## src/rtl/rca_sub_seq_ctrl.sv

```systemverilog
// Sequential WIDTH-bit subtractor: one 4-bit ripple slice, one nibble per cycle, valid/ready on both sides.
// Optional macro RCA_SEQ_ADDSUB_EN adds an op_add port selecting a+b instead of a-b.
module rca_sub_seq_ctrl #(
    parameter int WIDTH = 32
) (
    input  logic             clk,
    input  logic             rst,
    input  logic             in_valid,
    output logic             in_ready,
    input  logic [WIDTH-1:0] a,
    input  logic [WIDTH-1:0] b,
`ifdef RCA_SEQ_ADDSUB_EN
    input  logic             op_add,
`endif
    output logic             out_valid,
    input  logic             out_ready,
    output logic [WIDTH-1:0] diff,
    output logic             borrow,
    output logic             ovf
);
    localparam int NSLICE = WIDTH / 4;
    localparam int IDXW   = (NSLICE > 1) ? $clog2(NSLICE) : 1;
    localparam int MSB    = WIDTH - 1;

    typedef enum logic [1:0] {S_IDLE, S_RUN, S_DONE} state_t;

    state_t            state_reg, state_next;
    logic [IDXW-1:0]   idx_reg, idx_next;
    logic              carry_reg, carry_next;
    logic              sub_reg, sub_next;
    logic [WIDTH-1:0]  a_reg, a_next;
    logic [WIDTH-1:0]  b_reg, b_next;
    logic [WIDTH-1:0]  diff_reg, diff_next;
    logic              borrow_reg, borrow_next;
    logic              ovf_reg, ovf_next;

    logic              op_sub;
`ifdef RCA_SEQ_ADDSUB_EN
    assign op_sub = ~op_add;
`else
    assign op_sub = 1'b1;
`endif

    // b_reg holds the slice's second operand: ~b when subtracting, b when adding.
    logic [3:0] a_nib, b_nib, s_nib;
    logic [4:0] c_chain;

    assign a_nib      = a_reg[{idx_reg, 2'b00} +: 4];
    assign b_nib      = b_reg[{idx_reg, 2'b00} +: 4];
    assign c_chain[0] = carry_reg;

    genvar gi;
    generate
        for (gi = 0; gi < 4; gi++) begin : g_fa
            assign s_nib[gi]      = a_nib[gi] ^ b_nib[gi] ^ c_chain[gi];
            assign c_chain[gi+1]  = (a_nib[gi] & b_nib[gi]) | (c_chain[gi] & (a_nib[gi] ^ b_nib[gi]));
        end
    endgenerate

    always_comb begin
        state_next  = state_reg;
        idx_next    = idx_reg;
        carry_next  = carry_reg;
        sub_next    = sub_reg;
        a_next      = a_reg;
        b_next      = b_reg;
        diff_next   = diff_reg;
        borrow_next = borrow_reg;
        ovf_next    = ovf_reg;
        case (state_reg)
            S_IDLE: begin
                if (in_valid) begin
                    a_next     = a;
                    b_next     = op_sub ? ~b : b;
                    sub_next   = op_sub;
                    carry_next = op_sub;
                    idx_next   = '0;
                    state_next = S_RUN;
                end
            end
            S_RUN: begin
                diff_next[{idx_reg, 2'b00} +: 4] = s_nib;
                carry_next = c_chain[4];
                if (idx_reg == IDXW'(NSLICE - 1)) begin
                    state_next  = S_DONE;
                    idx_next    = '0;
                    borrow_next = c_chain[4] ^ sub_reg;
                    // With b already inverted for subtraction, one formula covers both modes.
                    ovf_next    = ~(a_reg[MSB] ^ b_reg[MSB]) & (a_reg[MSB] ^ s_nib[3]);
                end else begin
                    idx_next = idx_reg + 1'b1;
                end
            end
            S_DONE: begin
                if (out_ready) begin
                    state_next = S_IDLE;
                end
            end
            default: state_next = S_IDLE;
        endcase
    end

    always_ff @(posedge clk) begin
        if (rst) begin
            state_reg  <= S_IDLE;
            idx_reg    <= '0;
            carry_reg  <= 1'b1;
            sub_reg    <= 1'b1;
            a_reg      <= '0;
            b_reg      <= '0;
            diff_reg   <= '0;
            borrow_reg <= 1'b0;
            ovf_reg    <= 1'b0;
        end else begin
            state_reg  <= state_next;
            idx_reg    <= idx_next;
            carry_reg  <= carry_next;
            sub_reg    <= sub_next;
            a_reg      <= a_next;
            b_reg      <= b_next;
            diff_reg   <= diff_next;
            borrow_reg <= borrow_next;
            ovf_reg    <= ovf_next;
        end
    end

    assign in_ready  = (state_reg == S_IDLE);
    assign out_valid = (state_reg == S_DONE);
    assign diff      = diff_reg;
    assign borrow    = borrow_reg;
    assign ovf       = ovf_reg;
endmodule

```

## config.mk

```make
export PLATFORM = sky130hd
export DESIGN_NAME = rca_sub_seq_ctrl
export DESIGN_NICKNAME = d
export VERILOG_FILES = /design/src/rtl/rca_sub_seq_ctrl.sv
export SDC_FILE = /design/constraint.sdc
export NUM_CORES = 1
export LEC_CHECK = 0
export CAP_MARGIN = 20
export CORE_MARGIN = 3
export CORE_UTILIZATION = 55
export CTS_BUF_LIST = sky130_fd_sc_hd__clkbuf_2
export DETAILED_ROUTE_END_ITERATION = 7
export PLACE_DENSITY = 0.86
export SYNTH_ARGS = -nofsm -noshare
export SYNTH_HDL_FRONTEND = slang
export SYNTH_SLANG_ARGS = --single-unit
```

## constraint.sdc

```tcl
create_clock -name clk -period 9.98 [get_ports clk]
set_input_delay 1.996 -clock clk [delete_from_list [all_inputs] [get_ports clk]]
set_output_delay 1.996 -clock clk [all_outputs]
set_load 0.01 [all_outputs]
```

# Word level (Yosys, flattened, before mapping)
# Index checks and enable logic that the tools add are counted.
[classes]
reduce_logical = 6
bitwise_logic = 26
eq_ne = 6
n_mux = 10
addsub = 2
n_shift = 4
[op_table]
columns = ["cell", "count"]
rows = [
  ["32-bit by 6-bit variable part select with 4-bit output", 2],
  ["32-bit bitwise mux", 1],
  ["32-bit inverter", 1],
  ["4-bit by 7-bit variable shift with 32-bit output, first input constant", 1],
  ["4-bit by 7-bit variable part select with 32-bit output", 1],
  ["1-bit bitwise XOR", 10],
  ["1-bit bitwise AND", 9],
  ["5-bit negator with 7-bit output", 1],
  ["2-bit 2-to-1 mux", 3],
  ["3-bit 2-to-1 mux", 2],
  ["2-bit case mux with 3 select lines", 1],
  ["3-bit case mux with 2 select lines", 1],
  ["2-bit AND reduction", 3],
  ["2-bit inequality test, second input constant", 2],
  ["1-bit bitwise OR", 4],
  ["3-bit by 1-bit adder with 3-bit output, second input constant", 1],
  ["3-bit == test, second input constant", 1],
  ["3-bit AND reduction", 1],
  ["2-bit by 1-bit == test with 1-bit output, second input constant", 1],
  ["2-bit == test, second input constant", 1],
  ["2-bit logical NOT", 1],
  ["2-bit by 1-bit inequality test with 1-bit output, second input constant", 1],
  ["1-bit inverter", 2],
  ["1-bit case mux with 2 select lines", 1],
  ["2 further kinds", 2],
]
[word_totals]
word_cells = 62
output_inout_bits = 36
regBits = 104
in_bits = 68

# Depth between registers and ports, before layout
# Gate-level depths: netlist (run 1).
[depth]
depth_word = 11
ltp_mapped = 13

# Worst setup path before layout (run 1)
# Ideal clock, no wire load.
[synth_timing]
kind = "register to register"
startpoint = "register idx_reg[0]"
endpoint = "register ovf_reg (netlist: ovf)"
t_arrival_ns = 3.176
setup_ns = 0.120
slack_ns = 6.684
t_required_ns = 9.860
path_buffers = 1
stages_incl_launch_ff = 13
cell_sequence = "dfxtp_1 buf_2 mux4_2 mux2i_1 fa_1 inv_1 fa_1 inv_1 fa_1 fa_1 and3_1 nor3_1 nor3_1"
[synth_between]
elab_chain_len = 11
elab_cells_between_ends = 20
classes_between = "eq/ne (1); shift (2); bitwise (16); reduce/logical (1)"
[synth_rtl]
columns = ["element", "line", "text"]
rows = [
  ["start: declaration", "28", "logic [IDXW-1:0] idx_reg, idx_next;"],
  ["start signal: assignment", "116", "idx_reg <= idx_next;"],
  ["32-bit by 6-bit variable part select with 4-bit output, on equally long branches", "48, 49", ""],
  ["1-bit bitwise XOR", "56", "assign c_chain[gi+1] = (a_nib[gi] & b_nib[gi]) | (c_chain[gi] & (a_nib[gi] ^ b_nib[gi]));"],
  ["1-bit bitwise AND", "56", ""],
  ["1-bit bitwise OR", "56", ""],
  ["1-bit bitwise AND", "56", ""],
  ["1-bit bitwise OR", "56", ""],
  ["1-bit bitwise AND", "56", ""],
  ["1-bit bitwise OR", "56", ""],
  ["1-bit bitwise XOR", "55", "assign s_nib[gi] = a_nib[gi] ^ b_nib[gi] ^ c_chain[gi];"],
  ["1-bit bitwise XOR", "89", "ovf_next = ~(a_reg[MSB] ^ b_reg[MSB]) & (a_reg[MSB] ^ s_nib[3]);"],
  ["1-bit bitwise AND", "89", ""],
  ["end signal: assignment", "123", "ovf_reg <= ovf_next;"],
  ["end: declaration", "35", "logic ovf_reg, ovf_next;"],
]
# Several ways; a longest one is shown, not always the timed one.
# A chain may end at the register's enable or synchronous reset.

# Worst setup path after layout (run 1)
[layout_timing]
startpoint = "register state_reg[1]"
endpoint = "output port out_valid"
[layout_between]
elab_chain_len = 1
[layout_rtl]
columns = ["element", "line", "text"]
rows = [
  ["start: declaration", "27", "state_t state_reg, state_next;"],
  ["start signal: assignment", "115", "state_reg <= state_next;"],
  ["2-bit == test", "128", "assign out_valid = (state_reg == S_DONE);"],
  ["end: declaration", "15", "output logic out_valid,"],
]
# No other way between the ends.

==> impl_metrics.ini, run 1 <==
[synthesis]
avgSynthCellArea_um2 = 9.640
yosysTopAreaCellShare_pct = 45.28
synth_cells = 477
async_reset_ff_share_pct = 0
yosysTopAreaCell = dfxtp_1
yosys_warnings = 0
synth_top_family_by_area = simple AND/OR/NAND/NOR gates
synth_compound_area_share_pct = 9.714
synth_nets = 556
synthTopCellsByArea = dfxtp_1 45%, mux4_2 7.8%, nand2_1 6.4%
synth.area.mux_share_pct = 16.44
synthSimpleGateAreaFrac_pct = 20.87
synth-edff-count = 0
netlist_area_mm2 = 0.004598
synth_xor_area_share_pct = 0
ys.flop_type = dfxtp_1
synthDistinctLibCells = 37
yosysSeqAreaShare_pct = 45.28
synthAdderAreaFrac_pct = 3.646
synth_seq_cells = 104

[timing]
period_share_pct = 39.14
maxSlewViolCount = 0
fmax_mhz = 256.0
fin_tns_setup_ps = 0
fin_crit_ps = 3907
relSlewSlack_pct = 30.93
final-hold-violation-count = 0
rsz0062_at_grt = false
setup_viol = 0
finClkSkew_ps = 35.06
tightest_slew_ps = 1036

[setup_path]
startpoint = state_reg[1]$_SDFFE_PP0P_
r2r_start = idx_reg[0]$_SDFFE_PP0P_
crit_path_end_kind = output pin
crit_type = reg2out
critPathRequiredTime_ps = 7980
critPathArrivalTime_ps = 1910
path_max_fanout = 9
crit_path_start_kind = flop

[clock_tree]
cts_tree = built
cts_hold_buf = 0
post_cts_buffers = 0
clkTransAtPathRegs_ps = 260
insertion_delay_ps = 570
htree_levels = 3
cts_resized = 0
clockBufferDepth = 2
numClockSinks = 104
cts_root_buffer = clkbuf_2
cts_made_buffers = 9

[floorplanning]
die_h_um = 97.44
start_util_pct = 58.00
core_area_mm2 = 0.007928
die_area_mm2 = 0.009494
ios = 104
rows = 32
die_width_um = 97.44

[drt]
wl_per_cell_um = 14.91
drt_iter0_drc = 168
vias = 3652
first_pass_iters = 7
drt_wl_total_mm = 9.916
vias_per_cell = 5.492
ant_nets = 0
drc = 0

[cells_and_area]
syn2layout_area_growth_pct = 24.73
postLayoutCellArea_mm2 = 0.005736
fill_cells = 559
final_nets = 637
mostFrequentLayoutCell = dfxtp_1
most-common-layout-cells = 104 x dfxtp_1, 102 x clkdlybuf4s50_1, 78 x nand2_1
diodes = 0
layout-drive-gt1-share_pct = 10.48
stdcell_count = 665

[placement]
dp_hpwl_mm = 7.135
io_buffers = 103
dp.cells = 649
placed_area_mm2 = 0.005623
place.gp.congestion = 0.8389

[global_routing]
grt_pass1_wl_mm = 16.39
grt_pass1_vias = 3562
antenna_found_initial = 0
grt_usage_pct = 21.01
grt_overflow = 0
grt_max_degree = 115

[worst_hold_path]
hold_path_startpoint = a_reg[3]$_SDFFE_PP0P_
hp-class = reg2reg

[flow_run]
maxCapViolCount = 0

[power]
p_leak_uw = 0.002181
p_per_area_mw_per_mm2 = 135.2
ir_worst_vdd_mv = 0.09659

[outcome]
status = finished clean
-- power breakdown --
group | switching [uW] | leakage (uW) | total (uW) | internal (uW)
combinational | 63.4 | 0.00127 | 130 | 66.7
sequential | 13.7 | 0.000851 | 452 | 438
clock | 134 | 0.0000642 | 193 | 59.0
total | 212 | 0.00218 | 775 | 564
-- routing by layer --
| metal | up-vias | wire length, um | GRT usage [%] |
|---|---|---|---|
| met4 | 0 | 164 | 5.751 |
| li1 | 1804 | - | - |
| met5 | - | 0 | 0 |
| met3 | 19 | 466 | 5.384 |
| met1 | 1722 | 4338 | 26.55 |
| met2 | 107 | 4946 | 35.69 |
-- cells by family (layout without fill, tap and decap cells) --
group	after synthesis	count (layout)
muxes	54	54
AOI/OAI and AO/OA	72	72
DFF	104	104
adders and majority gates	11	11
buffers and inverters	43	129
and+or+nand+nor	193	193
-- worst max-delay path, stage by stage, from the launching register on --
cell and delay, ps:
dfxtp_1 570, nor2b_1 210, clkdlybuf4s50_1 560
-- area by class of cell --
cell class | instances | area (um^2) | area share, %
Clock inverter | 5 | 57.56 | 1.003
Inverter | 7 | 26.28 | 0.4581
Tap cell | 102 | 127.6 | 2.225
Sequential cell | 104 | 2082 | 36.30
Clock buffer | 11 | 55.05 | 0.9599
Multi-Input combinational cell | 330 | 2336 | 40.73
Timing Repair Buffer | 106 | 1051 | 18.32
-- worst paths after layout --
kind	end	slack [ps]	cells after the start
max	out_valid	6070	2
min	a_reg[3]$_SDFFE_PP0P_	470	2
max reg2reg	ovf$_SDFFE_PP0P_	6120	12
min reg2reg	a_reg[3]$_SDFFE_PP0P_	470	2
-- stage by stage --
stage	worst slack [ps]	hold WS (ps)	util [%]	total power, uW
after floorplan	6684	433.1	-	538.3
after global placement	6235	440.3	70.93	584.6
after detailed placement	6132	446.9	70.93	589.5
after CTS	6071	473.5	72.35	777.5
after global routing	5834	494.4	72.35	813.5
final	6073	473.4	72.35	775.3
-- synth_stat cells (all sizes together), types with 2 or more instances --
library cell / n
nor3b: 2
a211oi: 32
buf: 22
nand4bb: 2
nor2: 45
or2: 5
nand3: 4
nand3b: 3
fa: 4
nor3: 6
a21oi: 37
nor2b: 14
dfxtp: 104
nor4b: 3
nand2b: 23
nand2: 78
clkbuf: 14
ha: 7
inv: 7
mux2i: 26
mux2: 12
mux4: 16
nand4b: 3
Power figures use the tool's default switching activity.
==> run 2, diff against run 1 <==
--- a/config.mk
+++ b/config.mk
@@ -7,10 +7,10 @@
 export LEC_CHECK = 0
 export CAP_MARGIN = 20
 export CORE_MARGIN = 3
-export CORE_UTILIZATION = 55
+export CORE_UTILIZATION = 47
 export CTS_BUF_LIST = sky130_fd_sc_hd__clkbuf_2
 export DETAILED_ROUTE_END_ITERATION = 7
-export PLACE_DENSITY = 0.86
+export PLACE_DENSITY = 0.78
 export SYNTH_ARGS = -nofsm -noshare
 export SYNTH_HDL_FRONTEND = slang
 export SYNTH_SLANG_ARGS = --single-unit
==> constraint.sdc (replaced) <==
create_clock -name clk -period 3.5 [get_ports clk]
set_input_delay 0.7 -clock clk [delete_from_list [all_inputs] [get_ports clk]]
set_output_delay 0.7 -clock clk [all_outputs]
set_load 0.01 [all_outputs]
==> run 2 against run 1 <==
- first-iteration DRC count decreased by 12%
- combinational power rose to 2.9 times the previous value
- register-to-register slack lost 5900 ps
- power rose to 3.0 times the previous value
- non-clock buffer count grew 6
- flip-flop and latch count did not move
- final cell count is 5.0% higher
- die area increased by 16%
- global-route usage down 1.3 points
- critical path depth up 9
- worst setup slack got worse by 5800 ps
- worst hold slack improved by 4.1 ps
- largest cell class unchanged
- highest routed layer unchanged
==> impl_metrics.ini, run 2 (synthesized netlist as in run 1, its figures left out) <==
[outcome]
status = finished clean

[timing]
period_share_pct = 92.42
tightest_slew_ps = 1044
rsz0062_at_grt = false
fmax_mhz = 309.1
fin_crit_ps = 3235
setup_slack_ps = 265.2
setup_viol = 0
maxSlewViolCount = 0
final-hold-violation-count = 0
relSlewSlack_pct = 30.40
finClkSkew_ps = 43.66
fin_tns_setup_ps = 0

[cells_and_area]
syn2layout_area_growth_pct = 27.46
diodes = 0
mostFrequentLayoutCell = dfxtp_1
layout-drive-gt1-share_pct = 11.25
final_nets = 643
final_util_pct = 62.54
most-common-layout-cells = 104 x dfxtp_1, 102 x clkdlybuf4s50_1, 78 x nand2_1

[placement]
io_buffers = 103
dp_slack_ps = 248.1
dp_hpwl_mm = 7.884
place.gp.congestion = 0.7769

[drt]
vias_per_cell = 5.189
vias = 3622
ant_nets = 0
drt_iter0_drc = 148
drc = 0
first_pass_iters = 4
drt_wl_total_mm = 10.58
wl_per_cell_um = 15.16

[floorplanning]
rows = 35
core_area_mm2 = 0.009371
ios = 104
die_width_um = 104.9
die_area_mm2 = 0.01101
die_h_um = 104.9
start_util_pct = 49.07

[global_routing]
grt_pass1_vias = 3614
grt_pass1_wl_mm = 17.85
grt_max_degree = 115
grt_overflow = 0
grt_usage_pct = 19.71
antenna_found_initial = 0

[setup_path]
r2r.worst_path.cells = 11
r2r_start = idx_reg[0]$_SDFFE_PP0P_
startpoint = idx_reg[0]$_SDFFE_PP0P_
rr_endpoint = ovf$_SDFFE_PP0P_
critPathRequiredTime_ps = 3940
crit_type = reg2reg
ff2ff_setup_slack_ps = 270
crit_path_start_kind = flop
crit_path_end_kind = flop
path_max_fanout = 6
critPathArrivalTime_ps = 3670

[clock_tree]
clockBufferDepth = 2
cts_made_buffers = 9
cts_hold_buf = 0
post_cts_buffers = 0
cts_root_buffer = clkbuf_2
cts_tree = built
numClockSinks = 104
cts_resized = 0
htree_levels = 3
insertion_delay_ps = 570
clkTransAtPathRegs_ps = 260

[worst_hold_path]
hold_end = a_reg[12]$_SDFFE_PP0P_
whs_path_depth = 2
hp-class = reg2reg
hold_path_startpoint = a_reg[12]$_SDFFE_PP0P_

[power]
p_leak_uw = 0.002239
p_per_area_mw_per_mm2 = 396.1
ir_worst_vdd_mv = 0.2254

[flow_run]
maxCapViolCount = 0
run 2: worst max path at each step:
stage	cells after the start	slack (ps)	endpoint
finish	11	270	ovf$_SDFFE_PP0P_
global route	11	40	ovf$_SDFFE_PP0P_
CTS	11	230	ovf$_SDFFE_PP0P_
detailed placement	11	250	ovf$_SDFFE_PP0P_
global placement	11	370	ovf$_SDFFE_PP0P_
floorplan	12	200	ovf$_SDFFE_PP0P_
run 2: layout make-up:
cell class                 instances  area (um^2)
inverter                           7        26.28
fill                             804         3511
sequential                       104         2082
clock inverter                     7        101.3
clock buffer                       9        45.04
multi-input combinational        330         2336
tap                              129        161.4
timing repair buffer             112         1109
run 2: metal layers:
metal	global-route usage, %	part of all wire [%]
met2	32.36	48
met1	26.43	46
met3	3.768	4.9
met4	5.904	1.3
met5	0	0
run 2: critical path, cell delays in order (launching register included):
cell and delay (ps):
dfxtp_1 530, mux4_2 530, mux2i_1 210, fa_1 200
inv_1 50, fa_1 350, inv_1 80, fa_1 190
fa_1 520, and3_1 230, nor3_1 160, nor3_1 70
run 2: metrics by stage:
step,instance area (um^2),cells,total power (uW),hold WS (ps)
after floorplan,4598,477,1535,433.1
after detailed placement,5714,682,1695,449.7
after global placement,5714,682,1685,441.8
after CTS,5861,698,2335,479.3
final,5861,698,2321,477.5
after global routing,5861,698,2431,497.3
run 2: report_power, final:
group	switching, uW	internal [uW]	total (uW)
registers	40.9	1250	1290
clock network	404	245	648
logic	185	197	382
total	629	1690	2320
